$ cat config.mk
export PLATFORM = sky130hd
export DESIGN_NAME = lfsr_rx_checker_nxt
export DESIGN_NICKNAME = d
export VERILOG_FILES = /design/src/rtl/lfsr_rx_checker_pkg.sv /design/src/rtl/lfsr_rx_checker_nxt.sv
export SDC_FILE = /design/constraint.sdc
export NUM_CORES = 1
export LEC_CHECK = 0
export BUFFER_PORTS_ARGS = -buffer_cell sky130_fd_sc_hd__buf_2
export CAP_MARGIN = 5
export CORE_AREA = 2 2 39 41
export DETAILED_ROUTE_END_ITERATION = 6
export DIE_AREA = 0 0 41 43
export PLACE_DENSITY = 0.88
export SLEW_MARGIN = 20
export SYNTH_ARGS = -nofsm -noshare
export SYNTH_HDL_FRONTEND = slang
export SYNTH_SLANG_ARGS = --single-unit
$ cat constraint.sdc
create_clock -name vclk -period 0.8
set_clock_uncertainty 0.1 [all_clocks]
set_input_delay 0.12 -clock vclk [all_inputs]
set_output_delay 0.12 -clock vclk [all_outputs]
set_load 0.1 [all_outputs]
$ cat src/rtl/lfsr_rx_checker_pkg.sv
// Shared definitions for the PRBS31 receive checker: FSM states,
// polynomial taps and status vector bit positions.
package lfsr_rx_checker_pkg;

    // Checker lock states
    typedef enum logic [1:0] {
        SEARCH = 2'd0,
        VERIFY = 2'd1,
        LOCKED = 2'd2
    } state_e;

    // PRBS31 polynomial x^31 + x^28 + 1: each new bit is the XOR of the
    // bits 31 and 28 positions earlier in the serial stream.
    localparam int PRBS_TAP_A = 31;
    localparam int PRBS_TAP_B = 28;

    // Only word width supported by the next-word function
    localparam int WORD_W = 32;

    // Bit positions inside the status vector
    localparam int ST_VALID_SEEN = 0;
    localparam int ST_LOCKED     = 1;
    localparam int ST_ERR_SEEN   = 2;
    localparam int ST_LOST_LOCK  = 3;

endpackage

$ cat src/rtl/lfsr_rx_checker_nxt.sv
// Combinational PRBS31 next-word function. Given the 31 most recent
// stream bits (oldest in bit 0), returns the following 32 bits with the
// earliest bit in bit 0. Usable by a TX-side model as well.
module lfsr_rx_checker_nxt
    import lfsr_rx_checker_pkg::*;
(
    input  logic [30:0] hist,
    output logic [31:0] word
);

    // Unroll the serial recurrence 32 steps beyond the history
    always_comb begin
        logic [62:0] s;
        s = '0;
        s[30:0] = hist;
        for (int k = 31; k < 63; k++) begin
            s[k] = s[k - PRBS_TAP_A] ^ s[k - PRBS_TAP_B];
        end
        word = s[62:31];
    end

endmodule

==> run metrics, run 1 <==
outcome aborted with a tool error; last stage reached detailed placement (3_5_place_dp); first reported error [ERROR DPL-0038] Utilization greater than 100%, impossible to legalize; yosys synthesis warning count 0; net count of the mapped netlist between 60 and 70; Cell variety after synth 2; main combinational cell family by area after synthesis XOR/XNOR gates; proportion of netlist area held by the largest area contributor around 80%; area fraction in compound gates after synthesis 0%; I/O pins 63; row cnt 14; area of the mapped netlist between 300 and 400 sq um; mux cell area share after synthesis 0%; share of synthesized area occupied by flip-flops and latches 0%; post-synthesis share of cell area spent on and, or, nand and nor gates 0%; height of the chip about 43 um; post-synthesis share of cell area spent on xor and xnor gates approximately 100%; adder-cell share of the synthesized area 0%; Placer Congestion around 0.6; cell types occupying the most area after synthesis sky130_fd_sc_hd__xor2_1 78%, sky130_fd_sc_hd__xor3_1 22%; cell count after synthesis 32; die boundary width 41 um; Port Buffer Count 63; library cell with the largest summed area after synthesis sky130_fd_sc_hd__xor2_1; initial core utilization around a quarter; Syn Area/Cell between 10 and 15 sq um
## through the flow
stage,hold slack (ns),cell area (sq um),setup slack (ns),cells,setup TNS (ns)
3_3_place_gp,0.566,1760,-0.311,120,-4.34
2_1_floorplan,0.336,881,-0.202,32,-3.82
## cell families after synthesis
family	count (synthesis)
xor gates and xnor gates	32
## cells in the mapped netlist
| library cell | number |
|---|---|
| sky130_fd_sc_hd__xor2_1 | 29 |
| sky130_fd_sc_hd__xor3_1 | 3 |
==> inputs of run 2 (changes only) <==
--- a/config.mk
+++ b/config.mk
@@ -7,10 +7,10 @@
 export LEC_CHECK = 0
 export BUFFER_PORTS_ARGS = -buffer_cell sky130_fd_sc_hd__buf_2
 export CAP_MARGIN = 5
-export CORE_AREA = 2 2 39 41
+export CORE_AREA = 2 2 63 65
 export DETAILED_ROUTE_END_ITERATION = 6
-export DIE_AREA = 0 0 41 43
-export PLACE_DENSITY = 0.88
+export DIE_AREA = 0 0 65 67
+export PLACE_DENSITY_LB_ADDON = 0.15
 export SLEW_MARGIN = 20
 export SYNTH_ARGS = -nofsm -noshare
 export SYNTH_HDL_FRONTEND = slang
==> run 2 against run 1 <==
- the flow now finishes, with violations (setup timing)
- synthesized area did not move
- synthesized cell count did not move
==> run metrics, run 2 <==
post-detailed-route DRC marker count 0; maximum resistive drop on vdd roughly 0.66 mV; post-detailed-route count of antenna-violating nets 0; library cell with the largest summed area after synthesis sky130_fd_sc_hd__xor2_1; Area growth, synth to finish 587%; instance count along the most critical hold path 3; proportion of netlist area held by the largest area contributor 78.1%; die boundary width 65 um; post-detail-place hpwl 1570 um; diodes inserted 0; start point of the worst hold path hist[11]; area of the mapped netlist 325 sq um; setup repair after global routing missed its margin true; Tot GR Track Use roughly 8.9%; Hold Path End word[11]; share of post-route cells with drive strength above 1 100%; category of the worst setup path launch point input pin; largest stage delay on the critical path 0.49 ns; pin slew with the least headroom to its limit about 0.14 ns; number of DRC markers after the initial detailed-route iteration 2; total congestion overflow after global routing 0; Pre-antenna DRT Iters 2; I/O pins 63; Placer Congestion roughly 0.64; buffers plus inverters on the worst setup path 2; Cell variety after synth 2; height of the chip 67 um; share of synthesized area occupied by flip-flops and latches 0%; outcome finished, violations left; cell types occupying the most area after synthesis sky130_fd_sc_hd__xor2_1 78%, sky130_fd_sc_hd__xor3_1 22%; path category of the worst min-delay check in2out; FFs & Latches 0; standard cell core area between 0.003 and 0.004 sq mm; net count of the mapped netlist 63; Worst Setup End Kind output port; Port Buffer Count 63; yosys synthesis warning count 0; total number of vias roughly 500; total die area 0.00436 sq mm; number of placed instances with taps included ~150; initial antenna violation count 0; worst path cell trace buf_8 > xor3_4 > buf_12; clock buffer count 0; category of cells accounting for the largest share of critical-path delay XOR/XNOR gates; net count reported at finish about 140; fin crit period between 1 and 1.5 ns; Syn Area/Cell slightly above 10 sq um; type of the worst setup path in2out; Rel. slew slack about nine tenths; endpoints failing hold 0; period utilization 138%; hold bufs inserted after CTS 0; fin util 62.0%; Static Leakage 0.884 nW; cell at the slowest stage of the critical path sky130_fd_sc_hd__xor3_4; minimum hold slack ~0.46 ns; maximum achievable frequency between 0.9 and 1 GHz; max-cap check violation count 0; final setup slack of the worst path -0.300 ns; total length of routed wires around 1800 um; most common library cells after synthesis 29 x sky130_fd_sc_hd__xor2_1, 3 x sky130_fd_sc_hd__xor3_1; initial core utilization under 10%; setup-violating endpoint count in the final report 32; Final Max Tran Viols 0; leading cell types in the layout, fill and taps excluded 53 x sky130_fd_sc_hd__buf_12, 29 x sky130_fd_sc_hd__xor2_4, 8 x sky130_fd_sc_hd__buf_8, 8 x sky130_fd_sc_hd__buf_6; pin count of the biggest net entering global routing 4; cell count after synthesis 32; power density cells 1330 mW/mm^2; area taken by flip-flops and latches 0 sq um; first-pass GRT wire length about 3100 um; number of global-route vias before repair slightly above 600; Fillers 250; commonest non-fill, non-tap cell in the layout sky130_fd_sc_hd__buf_12; data required time of the critical path slightly below 0.6 ns; row cnt 22; most repeated cell in the gate-level netlist after synthesis sky130_fd_sc_hd__xor2_1; final design instance area without fill roughly 0.0022 sq mm; via/cell ratio roughly 3.3; average wire length per cell after detail routing roughly 12 um; violations in the final reports setup timing; Finished Layout Cells 152; Worst Path Max Fanout 2; placed inst area 0.00180 sq mm; Critical Path AT 0.88 ns
run 2: metrics by stage:
step | TNS (ns) | power, mW | worst slack [ns]
floorplan | -3.82 | 1.63 | -0.202
global placement | -4.47 | 2.74 | -0.309
detailed placement | -4.84 | 2.76 | -0.338
CTS | -2.66 | 2.99 | -0.303
global route | -2.88 | 3.05 | -0.314
finish | -2.39 | 2.98 | -0.300
run 2: worst max path at each step:
stage,start,endpoint,cells past startpoint
2_1_floorplan,hist[3],word[28],1
5_1_grt,hist[30],word[30],3
3_5_place_dp,hist[30],word[30],3
6_report,hist[4],word[29],3
3_3_place_gp,hist[3],word[28],3
4_1_cts,hist[2],word[30],3
run 2: repair_timing:
item,CTS,global route
pin swaps,26,12
endpoints found under the setup margin,32,32
gates resized for setup,100,16
setup buffers,4,3
run 2: cell type report:
| cell class | count | area (sq um) | share of cell area (%) |
|---|---|---|---|
| timing repair buffer | 72 | 1290 | 57.9 |
| multi-input combinational | 32 | 881 | 39.4 |
| tap | 48 | 60.1 | 2.69 |
run 2: kinds of logic after synthesis:
logic type	Yosys count	share of synthesized area [%]
XOR/XNOR	32	100
run 2: layer usage:
metal / part of all wire (%) / up-vias / global-route usage (%)
met5: 0 / - / 0
met4: 0 / 0 / 0
met3: 8.3 / 0 / 1.18
met2: 66 / 31 / 19.2
met1: 25 / 239 / 9.60
li1: - / 226 / -
run 2: report_power, final:
| part | internal [mW] | switching [mW] | leakage (nW) |
|---|---|---|---|
| clock network | 0 | 0 | 0 |
| logic | 1.23 | 1.75 | 0.884 |
| registers | 0 | 0 | 0 |
(Power assumes the default switching activity.)
